`config.mk`:
```
export PLATFORM = sky130hd
export DESIGN_NAME = comparator_scan_sequencer_flat
export DESIGN_NICKNAME = d
export VERILOG_FILES = /design/src/rtl/comparator_scan_sequencer_if.sv /design/src/rtl/comparator_scan_sequencer.sv /design/src/flat_wrapper.sv
export SDC_FILE = /design/constraint.sdc
export NUM_CORES = 1
export LEC_CHECK = 0
export CAP_MARGIN = 20
export CORE_ASPECT_RATIO = 0.5
export CORE_MARGIN = 2
export CORE_UTILIZATION = 42
export DETAILED_ROUTE_END_ITERATION = 10
export PLACE_DENSITY = 0.77
export SYNTH_ARGS = -nofsm -noshare
export SYNTH_HDL_FRONTEND = slang
export SYNTH_SLANG_ARGS = --single-unit
export TNS_END_PERCENT = 5
```
`constraint.sdc`:
```
create_clock -name clk -period 2.6 [get_ports clk]
set_input_delay 0.52 -clock clk [delete_from_list [all_inputs] [get_ports clk]]
set_output_delay 0.52 -clock clk [all_outputs]
set_load 0.02 [all_outputs]
```
`src/rtl/comparator_scan_sequencer_if.sv`:
```
// Signal bundle between the comparator scan sequencer and its host/pulser side.
// The slave modport is the sequencer's view; master is the driving environment.
interface comparator_scan_sequencer_if;
    logic        start;
    logic        abort;
    logic [4:0]  strip_first;
    logic [4:0]  strip_last;
    logic [15:0] num_pulses;
    logic        pulser_ready;
    logic [31:0] thresholds_errcnt;
    logic [31:0] offsets_errcnt;
    logic [31:0] compout_errcnt;
    logic        fire_pulse;
    logic [31:0] active_strip_mask;
    logic [31:0] halfstrips_expect;
    logic        errcnt_rst;
    logic        busy;
    logic        done;
    logic        hang_err;
    logic        result_valid;
    logic [4:0]  result_strip;
    logic [31:0] result_thr;
    logic [31:0] result_ofs;
    logic [31:0] result_cmp;

    modport slave (
        input  start, abort, strip_first, strip_last, num_pulses, pulser_ready,
               thresholds_errcnt, offsets_errcnt, compout_errcnt,
        output fire_pulse, active_strip_mask, halfstrips_expect, errcnt_rst,
               busy, done, hang_err, result_valid, result_strip,
               result_thr, result_ofs, result_cmp
    );

    modport master (
        output start, abort, strip_first, strip_last, num_pulses, pulser_ready,
               thresholds_errcnt, offsets_errcnt, compout_errcnt,
        input  fire_pulse, active_strip_mask, halfstrips_expect, errcnt_rst,
               busy, done, hang_err, result_valid, result_strip,
               result_thr, result_ofs, result_cmp
    );
endinterface

```
`src/rtl/comparator_scan_sequencer.sv`:
```
// Walks a strip range, firing a handshaked pulse train per strip and reporting the
// pulser error counters after each strip. All outputs are registered.
module comparator_scan_sequencer #(
    parameter int HANG_TIMEOUT  = 255,
    parameter int SETTLE_CYCLES = 3
) (
    input logic                         clk,
    input logic                         rst_n,
    comparator_scan_sequencer_if.slave  bus
);

    localparam int HW = $clog2(HANG_TIMEOUT + 1) + 1;
    localparam int SW = $clog2(SETTLE_CYCLES + 1) + 1;

    typedef enum logic [2:0] {
        S_IDLE    = 3'd0,
        S_SETUP   = 3'd1,
        S_ARM     = 3'd2,
        S_FIRE    = 3'd3,
        S_RELEASE = 3'd4,
        S_SETTLE  = 3'd5,
        S_REPORT  = 3'd6,
        S_DONE    = 3'd7
    } state_e;

    state_e      state_q, state_d;
    logic [4:0]  strip_q, strip_d;
    logic [4:0]  last_q, last_d;
    logic [15:0] npulse_q, npulse_d;
    logic [15:0] pcnt_q, pcnt_d;
    logic [HW-1:0] hang_q, hang_d;
    logic [SW-1:0] settle_q, settle_d;
    logic        fire_q, fire_d;
    logic        busy_q, busy_d;
    logic        errcnt_rst_q, errcnt_rst_d;
    logic        done_q, done_d;
    logic        hang_err_q, hang_err_d;
    logic [31:0] mask_q, mask_d;
    logic        rv_q, rv_d;
    logic [4:0]  rstrip_q, rstrip_d;
    logic [31:0] thr_q, thr_d;
    logic [31:0] ofs_q, ofs_d;
    logic [31:0] cmp_q, cmp_d;
    logic [16:0] pcnt_inc_s;
    logic        hang_expired_s;
    logic        settle_expired_s;

    function automatic logic is_wait(input state_e s);
        return (s == S_ARM) || (s == S_FIRE) || (s == S_RELEASE);
    endfunction

    // Next-state, counters and registered-output next values.
    always_comb begin
        state_d          = state_q;
        strip_d          = strip_q;
        last_d           = last_q;
        npulse_d         = npulse_q;
        pcnt_d           = pcnt_q;
        hang_err_d       = 1'b0;
        mask_d           = mask_q;
        rstrip_d         = rstrip_q;
        thr_d            = thr_q;
        ofs_d            = ofs_q;
        cmp_d            = cmp_q;
        pcnt_inc_s       = {1'b0, pcnt_q} + 17'd1;
        hang_expired_s   = (int'(hang_q) + 1) >= HANG_TIMEOUT;
        settle_expired_s = (int'(settle_q) + 1) >= SETTLE_CYCLES;

        case (state_q)
            S_IDLE: begin
                if (bus.start) begin
                    last_d   = bus.strip_last;
                    npulse_d = (bus.num_pulses == 16'd0) ? 16'd1 : bus.num_pulses;
                    strip_d  = bus.strip_first;
                    state_d  = (bus.strip_first > bus.strip_last) ? S_DONE : S_SETUP;
                end else begin
                    state_d = S_IDLE;
                end
            end
            S_SETUP: begin
                pcnt_d  = 16'd0;
                mask_d  = 32'd1 << strip_q;
                state_d = S_ARM;
            end
            S_ARM: begin
                if (bus.pulser_ready) begin
                    state_d = S_FIRE;
                end else if (hang_expired_s) begin
                    state_d    = S_IDLE;
                    hang_err_d = 1'b1;
                end else begin
                    state_d = S_ARM;
                end
            end
            S_FIRE: begin
                if (!bus.pulser_ready) begin
                    state_d = S_RELEASE;
                end else if (hang_expired_s) begin
                    state_d    = S_IDLE;
                    hang_err_d = 1'b1;
                end else begin
                    state_d = S_FIRE;
                end
            end
            S_RELEASE: begin
                // 17-bit compare so num_pulses=65535 terminates without the count wrapping.
                if (bus.pulser_ready) begin
                    pcnt_d  = pcnt_inc_s[15:0];
                    state_d = (pcnt_inc_s == {1'b0, npulse_q}) ? S_SETTLE : S_ARM;
                end else if (hang_expired_s) begin
                    state_d    = S_IDLE;
                    hang_err_d = 1'b1;
                end else begin
                    state_d = S_RELEASE;
                end
            end
            S_SETTLE: begin
                state_d = settle_expired_s ? S_REPORT : S_SETTLE;
            end
            S_REPORT: begin
                if (strip_q == last_q) begin
                    state_d = S_DONE;
                end else begin
                    strip_d = strip_q + 5'd1;
                    state_d = S_SETUP;
                end
            end
            S_DONE: begin
                state_d = S_IDLE;
            end
            default: begin
                state_d = S_IDLE;
            end
        endcase

        if (bus.abort && (state_q != S_IDLE)) begin
            state_d    = S_IDLE;
            hang_err_d = 1'b0;
        end else begin
            state_d = state_d;
        end

        hang_d   = (is_wait(state_q) && (state_d == state_q)) ? hang_q + HW'(1) : HW'(0);
        settle_d = ((state_q == S_SETTLE) && (state_d == S_SETTLE)) ? settle_q + SW'(1) : SW'(0);

        // Status outputs are decoded from the next state so they line up with the state register.
        fire_d       = (state_d == S_FIRE);
        busy_d       = (state_d != S_IDLE);
        errcnt_rst_d = (state_d == S_SETUP);
        done_d       = (state_d == S_DONE);

        rv_d = (state_q == S_REPORT) && !bus.abort;
        if (rv_d) begin
            rstrip_d = strip_q;
            thr_d    = bus.thresholds_errcnt;
            ofs_d    = bus.offsets_errcnt;
            cmp_d    = bus.compout_errcnt;
        end else begin
            rstrip_d = rstrip_q;
        end
    end

    // State, counters and output registers.
    always_ff @(posedge clk or negedge rst_n) begin
        if (!rst_n) begin
            state_q      <= S_IDLE;
            strip_q      <= 5'd0;
            last_q       <= 5'd0;
            npulse_q     <= 16'd0;
            pcnt_q       <= 16'd0;
            hang_q       <= HW'(0);
            settle_q     <= SW'(0);
            fire_q       <= 1'b0;
            busy_q       <= 1'b0;
            errcnt_rst_q <= 1'b0;
            done_q       <= 1'b0;
            hang_err_q   <= 1'b0;
            mask_q       <= 32'd0;
            rv_q         <= 1'b0;
            rstrip_q     <= 5'd0;
            thr_q        <= 32'd0;
            ofs_q        <= 32'd0;
            cmp_q        <= 32'd0;
        end else begin
            state_q      <= state_d;
            strip_q      <= strip_d;
            last_q       <= last_d;
            npulse_q     <= npulse_d;
            pcnt_q       <= pcnt_d;
            hang_q       <= hang_d;
            settle_q     <= settle_d;
            fire_q       <= fire_d;
            busy_q       <= busy_d;
            errcnt_rst_q <= errcnt_rst_d;
            done_q       <= done_d;
            hang_err_q   <= hang_err_d;
            mask_q       <= mask_d;
            rv_q         <= rv_d;
            rstrip_q     <= rstrip_d;
            thr_q        <= thr_d;
            ofs_q        <= ofs_d;
            cmp_q        <= cmp_d;
        end
    end

    assign bus.fire_pulse        = fire_q;
    assign bus.active_strip_mask = mask_q;
    assign bus.halfstrips_expect = mask_q;
    assign bus.errcnt_rst        = errcnt_rst_q;
    assign bus.busy              = busy_q;
    assign bus.done              = done_q;
    assign bus.hang_err          = hang_err_q;
    assign bus.result_valid      = rv_q;
    assign bus.result_strip      = rstrip_q;
    assign bus.result_thr        = thr_q;
    assign bus.result_ofs        = ofs_q;
    assign bus.result_cmp        = cmp_q;

endmodule
```
`src/flat_wrapper.sv`:
```
// flat-port wrapper written by rule: the top's interface ports become plain ports
module comparator_scan_sequencer_flat 
#(
    parameter int HANG_TIMEOUT  = 255,
    parameter int SETTLE_CYCLES = 3
)
  (clk, rst_n, bus_start, bus_abort, bus_strip_first, bus_strip_last, bus_num_pulses, bus_pulser_ready, bus_thresholds_errcnt, bus_offsets_errcnt, bus_compout_errcnt, bus_fire_pulse, bus_active_strip_mask, bus_halfstrips_expect, bus_errcnt_rst, bus_busy, bus_done, bus_hang_err, bus_result_valid, bus_result_strip, bus_result_thr, bus_result_ofs, bus_result_cmp);
  comparator_scan_sequencer_if bus_i ();
  input logic clk;
  input logic rst_n;
  input wire logic [$bits(bus_i.start)-1:0] bus_start;
  input wire logic [$bits(bus_i.abort)-1:0] bus_abort;
  input wire logic [$bits(bus_i.strip_first)-1:0] bus_strip_first;
  input wire logic [$bits(bus_i.strip_last)-1:0] bus_strip_last;
  input wire logic [$bits(bus_i.num_pulses)-1:0] bus_num_pulses;
  input wire logic [$bits(bus_i.pulser_ready)-1:0] bus_pulser_ready;
  input wire logic [$bits(bus_i.thresholds_errcnt)-1:0] bus_thresholds_errcnt;
  input wire logic [$bits(bus_i.offsets_errcnt)-1:0] bus_offsets_errcnt;
  input wire logic [$bits(bus_i.compout_errcnt)-1:0] bus_compout_errcnt;
  output wire logic [$bits(bus_i.fire_pulse)-1:0] bus_fire_pulse;
  output wire logic [$bits(bus_i.active_strip_mask)-1:0] bus_active_strip_mask;
  output wire logic [$bits(bus_i.halfstrips_expect)-1:0] bus_halfstrips_expect;
  output wire logic [$bits(bus_i.errcnt_rst)-1:0] bus_errcnt_rst;
  output wire logic [$bits(bus_i.busy)-1:0] bus_busy;
  output wire logic [$bits(bus_i.done)-1:0] bus_done;
  output wire logic [$bits(bus_i.hang_err)-1:0] bus_hang_err;
  output wire logic [$bits(bus_i.result_valid)-1:0] bus_result_valid;
  output wire logic [$bits(bus_i.result_strip)-1:0] bus_result_strip;
  output wire logic [$bits(bus_i.result_thr)-1:0] bus_result_thr;
  output wire logic [$bits(bus_i.result_ofs)-1:0] bus_result_ofs;
  output wire logic [$bits(bus_i.result_cmp)-1:0] bus_result_cmp;
  assign bus_i.start = bus_start;
  assign bus_i.abort = bus_abort;
  assign bus_i.strip_first = bus_strip_first;
  assign bus_i.strip_last = bus_strip_last;
  assign bus_i.num_pulses = bus_num_pulses;
  assign bus_i.pulser_ready = bus_pulser_ready;
  assign bus_i.thresholds_errcnt = bus_thresholds_errcnt;
  assign bus_i.offsets_errcnt = bus_offsets_errcnt;
  assign bus_i.compout_errcnt = bus_compout_errcnt;
  assign bus_fire_pulse = bus_i.fire_pulse;
  assign bus_active_strip_mask = bus_i.active_strip_mask;
  assign bus_halfstrips_expect = bus_i.halfstrips_expect;
  assign bus_errcnt_rst = bus_i.errcnt_rst;
  assign bus_busy = bus_i.busy;
  assign bus_done = bus_i.done;
  assign bus_hang_err = bus_i.hang_err;
  assign bus_result_valid = bus_i.result_valid;
  assign bus_result_strip = bus_i.result_strip;
  assign bus_result_thr = bus_i.result_thr;
  assign bus_result_ofs = bus_i.result_ofs;
  assign bus_result_cmp = bus_i.result_cmp;
  comparator_scan_sequencer #(.HANG_TIMEOUT(HANG_TIMEOUT), .SETTLE_CYCLES(SETTLE_CYCLES)) u_core (.clk(clk), .rst_n(rst_n), .bus(bus_i));
endmodule
```
==> key figures <==
Yosys
  – Netlist cell types: 61
  – Syn avg cell area: 11.04 µm²
  – Share of flip-flops with an asynchronous set or reset: 100.0%
  – Mapped Area: 0.009151 mm²
  – Synth top area share: 53.60%
  – Cell taking the most area after synthesis: dfrtp_1
  – Post-synth EDFFs: 0
  – Ys flop type: dfrtp_1
  – Sequential share of the synthesized area: 53.60%
  – Synth Register Bits: 196
  – Post-synthesis cell count: 829
  – Synth top area cells: dfrtp_1 (54%), mux2_2 (13%), nand2_1 (5.0%)
  – Synth Warn #: 0

Place
  – GPL Wtd Cong: 0.9353
  – Detail Placement HPWL: 19140 µm
  – Area after DPL: 0.01264 mm²
  – Pre-CTS WS: -281.8 ps
  – PortBufs: 297

Global route
  – First-pass GRT wire length: 39810 µm
  – Number of global-route vias before repair: 7686
  – GRT Overall Usage: 22.53%
  – Largest net degree at the start of global routing: 76
  – Grt total ovfl: 0
  – Initial antenna violation count: 1

Routing
  – Wire per inst: 17.54 µm
  – Number of nets still failing antenna checks after routing: 0
  – Initial DRC Count: 377
  – DR DRC count: 0
  – WL final: 25550 µm
  – Initial DRT Pass Iterations: 7
  – Via count: 7489
  – Via/cell ratio: 5.144

Die
  – # rows: 38
  – Core area: 0.02154 mm²
  – I/O pin count: 298
  – Starting density of the core: 42.49%
  – Die Wd: 212.8 µm
  – Die Y: 108.4 µm
  – Die area: 0.02306 mm²

Cells and area
  – FILL cells: 1679
  – Finished layout cell area: 0.01337 mm²
  – Multi-input gate area: 0.003884 mm²
  – Most common cell after layout, fill and taps aside: clkdlybuf4s50_1
  – Final Util: 62.06%
  – Share of layout cells above drive strength 1: 20.33%
  – Commonest cells after routing, fill and taps aside: clkdlybuf4s50_1 (296), dfrtp_1 (192), nand2_1 (123)
  – N_diodes: 0
  – Seq. cell area: 0.004910 mm²
  – Area Overhead vs Synth: 46.06%
  – Nets@finish: 1286

Critical path
  – Worst Setup Path Type: reg2reg
  – Required @ worst endpoint: 2940 ps
  – Crit-path cells: nand3_4 -> buf_6 -> nor4_4 -> buf_4 -> o32ai_2 -> a2111oi_2 -> nand4_1 -> or3_4 -> a211o_4 -> a211oi_2
  – R2r startpoint: u_core.pcnt_q[0]
  – Max FO, Critical Path: 5
  – Worst Path Arrival: 3250 ps
  – R2r endpoint: u_core.bus.fire_pulse
  – CP max stage delay: 470 ps
  – Reg2reg setup slack: -320 ps
  – Crit. End Element: register
  – Crit path launch type: register
  – CP max-delay cell: or3_4
  – Worst Reg-to-Reg Cells: 10

Clock tree
  – Worst skew pair latency: 430 ps
  – H-tree levels: 4
  – CTS max path bufs: 2
  – CTS clk-pin slew, worst paths: 70 ps
  – CTS Hold Bufs: 0
  – Root Buffer: clkbuf_16
  – Num CTS Buffers: 17
  – Clock tree sinks: 196
  – CTS tree: done

Timing
  – RSZ-0062 raised after global routing: yes
  – Worst hold slack: 60.98 ps
  – Final Worst Setup Slack: -317.9 ps
  – Fmax: 342.7 MHz
  – Fin crit period: 2918 ps
  – # setup viols final: 10
  – Final Max Slew Viols: 0
  – Setup Skew: 6.337 ps
  – Slew @ Worst Pin: 579.9 ps
  – Final Cycle Share: 112.2%
  – Worst rel slew slack: 61.04%
  – Final hold violation count: 0

Pwr
  – VDD IR max: 0.0006263 V
  – PwrDens: 1081 mW/mm²
  – Tot Pwr: 14450 µW
  – P_leak: 0.005688 µW

Flow run
  – Maximum Capacitance Violations: 0

Status
  – Failing checks: setup timing
  – Status: finished with violations

Min path
  – Worst min-delay path category: in2async
## through the flow
stage                     instances  TNS, ps
after floorplan                 830        0
after global placement         1417    -1641
after detailed placement       1417    -2179
after CTS                      1456    -1022
after global routing           1456    -3499
final                          1456    -1696
## where the power goes
| group | internal (µW) | switching, µW | leakage, µW |
|---|---|---|---|
| combinational | 3250 | 3490 | 0.00292 |
| clock | 1440 | 1200 | 0.000271 |
| sequential | 4200 | 866 | 0.00250 |
## worst max path at each step
stage                           from  depth (start not counted)                     to
floorplan           u_core.pcnt_q[1]                          9        u_core.bus.done
global placement    u_core.pcnt_q[1]                          9        u_core.bus.done
detailed placement  u_core.pcnt_q[1]                          9  u_core.bus.fire_pulse
CTS                 u_core.pcnt_q[0]                         10  u_core.bus.fire_pulse
global route        u_core.pcnt_q[0]                         10  u_core.bus.fire_pulse
finish              u_core.pcnt_q[0]                         10  u_core.bus.fire_pulse
## cell families after synthesis
logic type | Yosys count | synth area share, %
multiplexers | 107 | 13.11
other | 1 | 0.04098
buffers and inverters | 92 | 5.277
AND/OR/NAND/NOR | 252 | 13.22
AO/OA/AOI/OAI | 137 | 9.885
adder cells (fa/ha/maj) | 16 | 2.188
XOR/XNOR | 28 | 2.680
flip-flops | 196 | 53.60
## Yosys cell counts (all sizes together) (8+ instances only)
cell type	n
a21oi	19
and3	8
buf	48
clkbuf	29
dfrtp	196
ha	16
inv	15
mux2	103
nand2	123
nand3	23
nand4	9
nor2	35
nor3	11
o21ai	47
o31ai	24
o41ai	13
xnor2	16
xor2	12
## flip-flops by register name, indices dropped and copies added, names as in the netlist, 3 cells and up
register	flops
u_core.bus.active_strip_mask	32
u_core.bus.result_cmp	32
u_core.bus.result_ofs	32
u_core.bus.result_strip	5
u_core.bus.result_thr	32
u_core.hang_q	9
u_core.last_q	5
u_core.npulse_q	16
u_core.pcnt_q	16
u_core.settle_q	3
u_core.state_q	3
u_core.strip_q	5
## worst max-delay path: cells and delay by family (launching register included)
family	cells	cell delay, ps
AND/OR/NAND/NOR	4	1070
flip-flops	1	440
AO/OA/AOI/OAI	4	1010
buffers and inverters	2	310
## cell type report
type / instances / share of cell area (%)
repair buffers: 371 / 26.64
clock inverters: 12 / 1.076
flip-flops and latches: 196 / 36.73
well taps: 300 / 2.808
inverters: 15 / 0.4212
multi-input cells: 542 / 29.06
clock buffers: 20 / 3.267
## what timing repair did
item | 4_1_cts | 5_1_grt
pin swaps | 13 | 0
resized for setup | 15 | 1
endpoints found under the setup margin | 15 | 17
setup buffers | 7 | 0
## per-layer routing
layer	track usage (%)	routed length, µm
met5	0	0
met1	27.28	10380
met3	6.012	1460
met2	38.52	12890
met4	9.241	816
Power figures use the tool's default switching activity.
